### config.mk
export PLATFORM = sky130hd
export DESIGN_NAME = video_timing_gen
export DESIGN_NICKNAME = d
export VERILOG_FILES = /design/src/rtl/video_timing_gen.sv
export SDC_FILE = /design/constraint.sdc
export NUM_CORES = 1
export LEC_CHECK = 0
export BUFFER_PORTS_ARGS = -buffer_cell sky130_fd_sc_hd__buf_4
export CAP_MARGIN = 5
export CORE_MARGIN = 2
export CORE_UTILIZATION = 40
export CTS_CLUSTER_SIZE = 24
export DETAILED_ROUTE_END_ITERATION = 7
export HOLD_SLACK_MARGIN = 0.08
export PLACE_DENSITY = 0.67
export SYNTH_ARGS = -nofsm -noshare
export SYNTH_HDL_FRONTEND = slang
export SYNTH_SLANG_ARGS = --single-unit
### constraint.sdc
create_clock -name iCLK -period 5.3 [get_ports iCLK]
set_clock_uncertainty 0.2 [all_clocks]
set_input_delay 0.265 -clock iCLK [delete_from_list [all_inputs] [get_ports iCLK]]
set_output_delay 0.265 -clock iCLK [all_outputs]
set_load 0.005 [all_outputs]
### src/rtl/video_timing_gen.sv
// Video timing generator: raster counters with blanking, programmable sync polarity,
// data-enable, active-area position and one-iCLK frame/line event pulses.
`timescale 1ns/1ps

module video_timing_gen #(
    parameter int unsigned pHActive   = 640,
    parameter int unsigned pHFront    = 16,
    parameter int unsigned pHSync     = 96,
    parameter int unsigned pHBack     = 48,
    parameter int unsigned pVActive   = 480,
    parameter int unsigned pVFront    = 10,
    parameter int unsigned pVSync     = 2,
    parameter int unsigned pVBack     = 33,
    parameter bit          pHPol      = 1'b0,
    parameter bit          pVPol      = 1'b0,
    parameter int unsigned pBitWidth  = 11,
    parameter int unsigned pBitHeight = 11
) (
    input  logic                  iCLK,
    input  logic                  iRST,
    input  logic                  iCKE,
    output logic                  oHSync,
    output logic                  oVSync,
    output logic                  oDe,
    output logic [pBitWidth-1:0]  oDwp,
    output logic [pBitHeight-1:0] oDhp,
    output logic                  oFs,
    output logic                  oLe,
    output logic                  oFe
);

    localparam int unsigned cHTotal = pHActive + pHFront + pHSync + pHBack;
    localparam int unsigned cVTotal = pVActive + pVFront + pVSync + pVBack;

    localparam logic [pBitWidth-1:0]  cHOne      = pBitWidth'(1);
    localparam logic [pBitWidth-1:0]  cHLast     = pBitWidth'(cHTotal - 1);
    localparam logic [pBitWidth-1:0]  cHActEnd   = pBitWidth'(pHActive);
    localparam logic [pBitWidth-1:0]  cHLastAct  = pBitWidth'(pHActive - 1);
    localparam logic [pBitWidth-1:0]  cHSyncBeg  = pBitWidth'(pHActive + pHFront);
    localparam logic [pBitWidth-1:0]  cHSyncEnd  = pBitWidth'(pHActive + pHFront + pHSync);

    localparam logic [pBitHeight-1:0] cVOne      = pBitHeight'(1);
    localparam logic [pBitHeight-1:0] cVLast     = pBitHeight'(cVTotal - 1);
    localparam logic [pBitHeight-1:0] cVActEnd   = pBitHeight'(pVActive);
    localparam logic [pBitHeight-1:0] cVLastAct  = pBitHeight'(pVActive - 1);
    localparam logic [pBitHeight-1:0] cVSyncBeg  = pBitHeight'(pVActive + pVFront);
    localparam logic [pBitHeight-1:0] cVSyncEnd  = pBitHeight'(pVActive + pVFront + pVSync);

    logic [pBitWidth-1:0]  r_hcnt;
    logic [pBitHeight-1:0] r_vcnt;

    logic                  r_hsync;
    logic                  r_vsync;
    logic                  r_de;
    logic [pBitWidth-1:0]  r_dwp;
    logic [pBitHeight-1:0] r_dhp;
    logic                  r_fs;
    logic                  r_le;
    logic                  r_fe;

    logic                  w_h_last;
    logic                  w_v_last;
    logic                  w_hact;
    logic                  w_vact;
    logic                  w_de;
    logic                  w_hsync_on;
    logic                  w_vsync_on;
    logic                  w_hsync;
    logic                  w_vsync;
    logic [pBitWidth-1:0]  w_dwp;
    logic [pBitHeight-1:0] w_dhp;
    logic                  w_fs;
    logic                  w_le;
    logic                  w_fe;

    assign w_h_last = (r_hcnt == cHLast);
    assign w_v_last = (r_vcnt == cVLast);

    // Raster counters: wrap at the configured totals, not at the counter width.
    always_ff @(posedge iCLK) begin
        if (iRST) begin
            r_hcnt <= '0;
            r_vcnt <= '0;
        end else if (iCKE) begin
            if (w_h_last) begin
                r_hcnt <= '0;
                r_vcnt <= w_v_last ? '0 : r_vcnt + cVOne;
            end else begin
                r_hcnt <= r_hcnt + cHOne;
            end
        end
    end

    assign w_hact     = (r_hcnt < cHActEnd);
    assign w_vact     = (r_vcnt < cVActEnd);
    assign w_de       = w_hact & w_vact;
    assign w_hsync_on = (r_hcnt >= cHSyncBeg) && (r_hcnt < cHSyncEnd);
    assign w_vsync_on = (r_vcnt >= cVSyncBeg) && (r_vcnt < cVSyncEnd);
    assign w_hsync    = w_hsync_on ? pHPol : ~pHPol;
    assign w_vsync    = w_vsync_on ? pVPol : ~pVPol;
    assign w_dwp      = w_de ? r_hcnt : '0;
    assign w_dhp      = w_de ? r_vcnt : '0;
    assign w_fs       = (r_hcnt == '0) && (r_vcnt == '0);
    assign w_le       = w_de && (r_hcnt == cHLastAct);
    assign w_fe       = w_le && (r_vcnt == cVLastAct);

    always_ff @(posedge iCLK) begin
        if (iRST) begin
            r_hsync <= ~pHPol;
            r_vsync <= ~pVPol;
            r_de    <= 1'b0;
            r_dwp   <= '0;
            r_dhp   <= '0;
        end else if (iCKE) begin
            r_hsync <= w_hsync;
            r_vsync <= w_vsync;
            r_de    <= w_de;
            r_dwp   <= w_dwp;
            r_dhp   <= w_dhp;
        end
    end

    // Event pulses reload every edge so they clear even while iCKE stays low.
    always_ff @(posedge iCLK) begin
        if (iRST) begin
            r_fs <= 1'b0;
            r_le <= 1'b0;
            r_fe <= 1'b0;
        end else begin
            r_fs <= w_fs & iCKE;
            r_le <= w_le & iCKE;
            r_fe <= w_fe & iCKE;
        end
    end

    assign oHSync = r_hsync;
    assign oVSync = r_vsync;
    assign oDe    = r_de;
    assign oDwp   = r_dwp;
    assign oDhp   = r_dhp;
    assign oFs    = r_fs;
    assign oLe    = r_le;
    assign oFe    = r_fe;

endmodule

======== Word level (Yosys, flattened, before mapping) ========
Cells that the tools add are included.
Widths: inputs -> output; s select.
storage, ports and cells
  bits in registers ....................... 50
  input bits .............................. 3
  logic and storage cells ................. 40
cells by class
  $add $sub $neg .......................... 2
  $lt $le $gt $ge ......................... 6
  equality and inequality tests ........... 4
  multiplexer cells ....................... 6
  bitwise operators ....................... 4
  reductions and logical operators ........ 8
operators by type and width
  operator               count
  $mux 11                4
  $eq 11x10->1 const B   3
  $add 11x1->11 const B  2
  $logic_not 11->1       2
  $lt 11x10->1 const B   2
  $lt 11x9->1 const B    2
  $eq 11x9->1 const B    1
  $ge 11x10->1 const B   1
  $ge 11x9->1 const B    1
  $logic_and 1x1->1      5
  $and 1x1->1            4
  $mux 1                 2
  $reduce_and 2->1       1

======== Logic depth before layout (Yosys ltp) ========
Gate-level depths: netlist (run 1).
  word-level depth ........................ 5
  depth in mapped cells ................... 6
  mapped depth without buffers ............ 6

======== Least setup slack after synthesis (run 1) ========
OpenSTA, ideal clock, no wires.
  path type ............................... register to register
  from .................................... register r_hcnt[5]
  to ...................................... register r_vcnt[9]
  library setup time ...................... 0.067 ns
  arrival time ............................ 1.931 ns
  required time ........................... 5.033 ns
  slack ................................... 3.103 ns
  cell stages (with the launch flop) ...... 7
  clock period less this slack ............ 2.197 ns
  cells stage by stage .................... dfxtp_1 > buf_6 > or3_4 > or4_4 > buf_6 > or3_4 > a21oi_2
between the ends
  word-level cells in the longest chain between the ends .. 2
ends and longest elaborated chain
  item                        RTL line  text
  start: declaration          49        logic [pBitWidth-1:0] r_hcnt;
  start signal: assignment    89        r_hcnt <= r_hcnt + cHOne;
  $eq 11x10->1                76        assign w_h_last = (r_hcnt == cHLast);
  $reduce_and 2->1 (no line)  --
  end signal: assignment      87        r_vcnt <= w_v_last ? '0 : r_vcnt + cVOne;
  end: declaration            50        logic [pBitHeight-1:0] r_vcnt;
Every way passes these cells.
A chain may end at the register's enable or synchronous reset.

======== Final worst setup path (run 1) ========
  from .................................... register r_hcnt[0]
  to ...................................... register r_vcnt[7]
Same word-level chain as after synthesis.

==> results_dict.tcl, run 1 <==
set metrics [dict create \
    syn_nets 226 \
    utilization_pct 48.6 \
    dp_hpwl_um 3090 \
    vdd_drop_max_mv 0.118 \
    arrival_ps 2410 \
    cap_viol_max_count 0 \
    setup_viol 0 \
    nets 250 \
    io_pins 31 \
    std_cell_rows 26 \
    final_cell_mix "50 x dfxtp_1, 32 x buf_4, 18 x a22o_1" \
    die_h_um 76.0 \
    crit_required_ps 5340 \
    p_leak_nw 0.916 \
    path_max_fanout 15 \
    max_freq_mhz 421 \
    synthCells 219 \
    startpoint_type "flip-flop" \
    insertion_delay_ps 300 \
    power.density_nw_per_um2 278 \
    antenna_found_initial 0 \
    slew_viol_final 0 \
    die_area_um2 5770 \
    cts_buffers 5 \
    routed_wl_um 4490 \
    grt_usage_pct 16.2 \
    gr-total-overflow 0 \
    cts_tree "yes" \
    htreeDepth 2 \
    relSlewSlack_pct 71.4 \
    drc 0 \
    finalPower_w 0.000680 \
    grt_max_degree 24 \
    post_drt_wl_per_cell_um 14.3 \
    io_buffers 30 \
    worstMarginPinSlew_ps 428 \
    cp-end-kind "flip-flop" \
    gp_congestion 0.793 \
    n_fill_cell 505 \
    hold_viol_final 0 \
    synth_cell_type_count 39 \
    syn_avg_cell_area_um2 9.46 \
    die_w_um 76.0 \
    finalCritPeriodShare_pct 44.8 \
    post_cts_resized 0 \
    synth_seq_cells 50 \
    synth_warnings 0 \
    ctsRootBufferMaster "clkbuf_8" \
    antenna_left 0 \
    min_period_ps 2370 \
    antenna_cells 0 \
    grt_pass1_vias 1553 \
    initialDrtViolationCount 170 \
    ys_seq_area_share_pct 48.3 \
    cts_buffer_depth 2 \
    core-area_um2 5040 \
    path_clk_slew_ps 90 \
    clock_sinks 50 \
    holdWs_ps 139 \
    drive_gt1_share_pct 21.3 \
    layout.cells.most_common "dfxtp_1" \
    layout.cells.non_filler 314 \
    drt-pass1-iter-count 4 \
    dp.cells 305 \
    grt_setup_unrepaired "false" \
    final.setup.tns_ps 0 \
    grt_first_pass_wirelength_um 7600 \
    syn-cell-area_um2 2070 \
    viasPerCell 5.38 \
    start_util_pct 41.1 \
    path_class "flip-flop to flip-flop" \
    area_growth_pct 18.2 \
    holdCritPathClass "primary input to flip-flop" \
    num_vias 1689 \
    status "complete, no violations" \
]
## cell families (layout without fill, tap and decap cells)
logic type	after synthesis	after routing	synth area share, %
AOI/OAI and AO/OA	43	43	14.9
adders and majority gates	4	4	2.42
DFF	50	50	48.3
and+or+nand+nor	90	90	25.0
muxes	1	1	0.483
buffers and inverters	21	46	4.71
xor gates and xnor gates	10	10	4.23
## sequential cells by signal, indices dropped and copies added (netlist names)
| name | flops |
|---|---|
| oFs | 1 |
| oVSync | 1 |
| r_hcnt | 11 |
| oFe | 1 |
| oLe | 1 |
| oDe | 1 |
| oDhp | 11 |
| oDwp | 11 |
| r_vcnt | 11 |
| oHSync | 1 |
## cells in the mapped netlist, drive strengths merged
cell,count,area share (%)
a21o,1,0.36
a21oi,12,3.1
a22o,19,8.1
and2,3,0.91
and3,3,0.91
and4,1,0.42
and4b,1,0.48
buf,6,2.0
clkbuf,10,1.8
dfxtp,50,48
ha,4,2.4
inv,5,0.91
mux2i,1,0.48
nand2,12,2.2
nand2b,1,0.30
nand3,7,1.7
nand4,12,3.6
nand4b,1,0.42
nor2,17,3.1
nor2b,2,0.60
nor3,8,1.9
nor4,4,1.2
nor4b,3,1.3
o211ai,1,0.36
o21ai,8,1.9
o21bai,1,0.54
o32a,1,0.48
or2b,1,0.36
or3,11,4.0
or4,2,1.1
or4b,1,0.48
xnor2,7,3.0
xor2,3,1.3
## worst paths after layout
path | start | end | slack [ps] | cells past startpoint
min | iCKE | r_hcnt[1] | 140 | 3
max reg2reg | r_hcnt[0] | r_vcnt[7] | 2930 | 5
min reg2reg | oDe | oDe | 260 | 1
max | r_hcnt[0] | r_vcnt[7] | 2930 | 5
## cell type report
type / instances / area (um2) / share of cell area [%]
multi-input cells: 148 / 978 / 40.0
inverters: 5 / 18.8 / 0.766
well taps: 70 / 87.6 / 3.58
clock buffers: 5 / 68.8 / 2.81
repair buffers: 33 / 250 / 10.2
flip-flops and latches: 50 / 1000 / 40.9
clock inverters: 3 / 43.8 / 1.79
## routing by layer
metal	routed length, um	GRT usage [%]
met5	0	0
met4	52	4.91
met3	220	3.81
met2	1970	25.0
met1	2240	22.5
## where the power goes
group          internal, W   total, W  switching (W)
clock             0.000142   0.000270       0.000129
combinational    0.0000111  0.0000276      0.0000165
sequential        0.000379   0.000382     0.00000342
## stage by stage
step	setup slack, ps	instance area, um2
2_1_floorplan	3100	2070
3_3_place_gp	3020	2330
3_5_place_dp	2950	2330
4_1_cts	2920	2450
5_1_grt	2790	2450
6_report	2930	2450
## critical path, stage by stage, from the launching register on
cell and delay (ps):
dfxtp_1 430, ha_1 240, nand4_1 240, or4_4 580, or3_2 480, a21oi_1 140
## what timing repair did
action                                 in CTS  in global routing
hold buffers                                1                  0
setup buffers                               0                  0
endpoints found under the hold margin       2                  0
Note: power is estimated with default switching activity, not from simulation.
==> run 2, diff against run 1 <==
- clock period: 5.3 -> 2.2 ns (I/O delays scaled with it)
==> results_dict.tcl, run 2 (same netlist as run 1, synthesis figures left out) <==
set metrics [dict create \
    final_cell_area_um2 2650 \
    die_area_um2 5770 \
    crit_family "simple AND/OR/NAND/NOR gates" \
    grt_setup_unrepaired "false" \
    arrival_ps 2180 \
    startpoint_type "flip-flop" \
    max_stage_delay_ps 550 \
    start_util_pct 41.1 \
    setup_viol 0 \
    n_fill_cell 485 \
    cap_viol_max_count 0 \
    grt_pass1_vias 1772 \
    placed_cell_area_um2 2490 \
    power.density_nw_per_um2 625 \
    std_cell_rows 26 \
    cp-end-kind "flip-flop" \
    antenna_found_initial 0 \
    critPathBufInv 0 \
    max_freq_mhz 467 \
    cp_slowest_cell "or4_4" \
    p_leak_nw 1.04 \
    cts_tree "yes" \
    cts_buffer_depth 2 \
    path_clk_slew_ps 90 \
    htreeDepth 2 \
    io_buffers 30 \
    routed_wl_um 4890 \
    insertion_delay_ps 300 \
    crit_required_ps 2240 \
    final_cell_mix "53 x buf_4, 50 x dfxtp_1, 18 x a22o_1" \
    final.setup.tns_ps 0 \
    relSlewSlack_pct 74.9 \
    min_period_ps 2140 \
    gr-total-overflow 0 \
    layout.cells.most_common "buf_4" \
    viasPerCell 5.36 \
    dp_hpwl_um 3420 \
    holdCritPathClass "flip-flop to flip-flop" \
    cp_cell_sequence "or3_4, or4_4, or3_2, a21oi_2" \
    gp_congestion 0.809 \
    drc 0 \
    nets 274 \
    drt-pass1-iter-count 4 \
    status "complete, no violations" \
    cts_buffers 5 \
    num_vias 1810 \
    die_h_um 76.0 \
    drive_gt1_share_pct 28.4 \
    antenna_cells 0 \
    hold_viol_final 0 \
    antenna_left 0 \
    worstMarginPinSlew_ps 373 \
    core-area_um2 5040 \
    post_drt_wl_per_cell_um 14.5 \
    path_class "flip-flop to flip-flop" \
    initialDrtViolationCount 113 \
    ctsRootBufferMaster "clkbuf_8" \
    clock_sinks 50 \
    grt_first_pass_wirelength_um 8500 \
    die_w_um 76.0 \
    area_growth_pct 28.0 \
    io_pins 31 \
    slew_viol_final 0 \
    grt_usage_pct 17.9 \
    grt_max_degree 21 \
    finalCritPeriodShare_pct 97.3 \
    path_max_fanout 7 \
    vdd_drop_max_mv 0.391 \
]
==> run 2: cell count changes in the layout (fill, tap and decap cells not counted) <==
cell / before / now
a21oi_1: 11 / 10
a21oi_2: 1 / 2
buf_12: 0 / 1
buf_4: 32 / 53
buf_6: 0 / 1
dlygate4sd3_1: 1 / 2
o21ai_0: 8 / 7
o21ai_1: 0 / 1
==> run 2: path summary, 6_finish.rpt <==
check / from / end / slack [ps] / cells after the start
max reg2reg: r_hcnt[5] / r_vcnt[3] / 60 / 4
min reg2reg: oDwp[10] / oDwp[10] / 270 / 1
min: oDwp[10] / oDwp[10] / 270 / 1
max: r_hcnt[5] / r_vcnt[3] / 60 / 4
==> run 2: timing repair <==
action,CTS,global route
hold endpoints to repair,8,0
setup buffers,3,0
gates resized for setup,2,3
endpoints found under the setup margin,1,10
hold buffers,2,0
pin swaps,1,1
==> run 2: final cells by class <==
| class | instances | area, um2 | area share, % |
|---|---|---|---|
| clock inverter | 3 | 43.8 | 1.65 |
| sequential | 50 | 1000 | 37.8 |
| clock buffer | 5 | 68.8 | 2.60 |
| timing repair buffer | 57 | 449 | 16.9 |
| inverter | 5 | 18.8 | 0.708 |
| multi-input combinational | 148 | 982 | 37.0 |
| tap | 70 | 87.6 | 3.30 |
==> run 2: metal layers <==
layer	global-route usage, %	share of wire [%]	vias up
met1	23.0	48	873
met5	0	0	-
li1	-	-	888
met3	3.45	3.7	5
met2	30.1	48	44
met4	6.55	1.1	0
==> run 2: power breakdown <==
part	leakage (nW)	switching (W)	internal (W)
clock network	0.0585	0.000310	0.000341
registers	0.404	0.00000415	0.000913
logic	0.581	0.0000483	0.0000400
==> run 2: per-stage QoR <==
| step | hold WS [ps] | setup WS, ps | instances | util [%] | power (W) |
|---|---|---|---|---|---|
| 5_1_grt | 300 | 13.0 | 338 | 52.6 | 0.00172 |
| 4_1_cts | 273 | 4.46 | 338 | 52.5 | 0.00167 |
| 3_5_place_dp | 179 | 20.3 | 325 | 49.4 | 0.00102 |
| 3_3_place_gp | 174 | 72.6 | 325 | 49.4 | 0.00102 |
| 6_report | 269 | 60.1 | 338 | 52.6 | 0.00166 |
| 2_1_floorplan | 137 | 2.64 | 219 | - | 0.000982 |
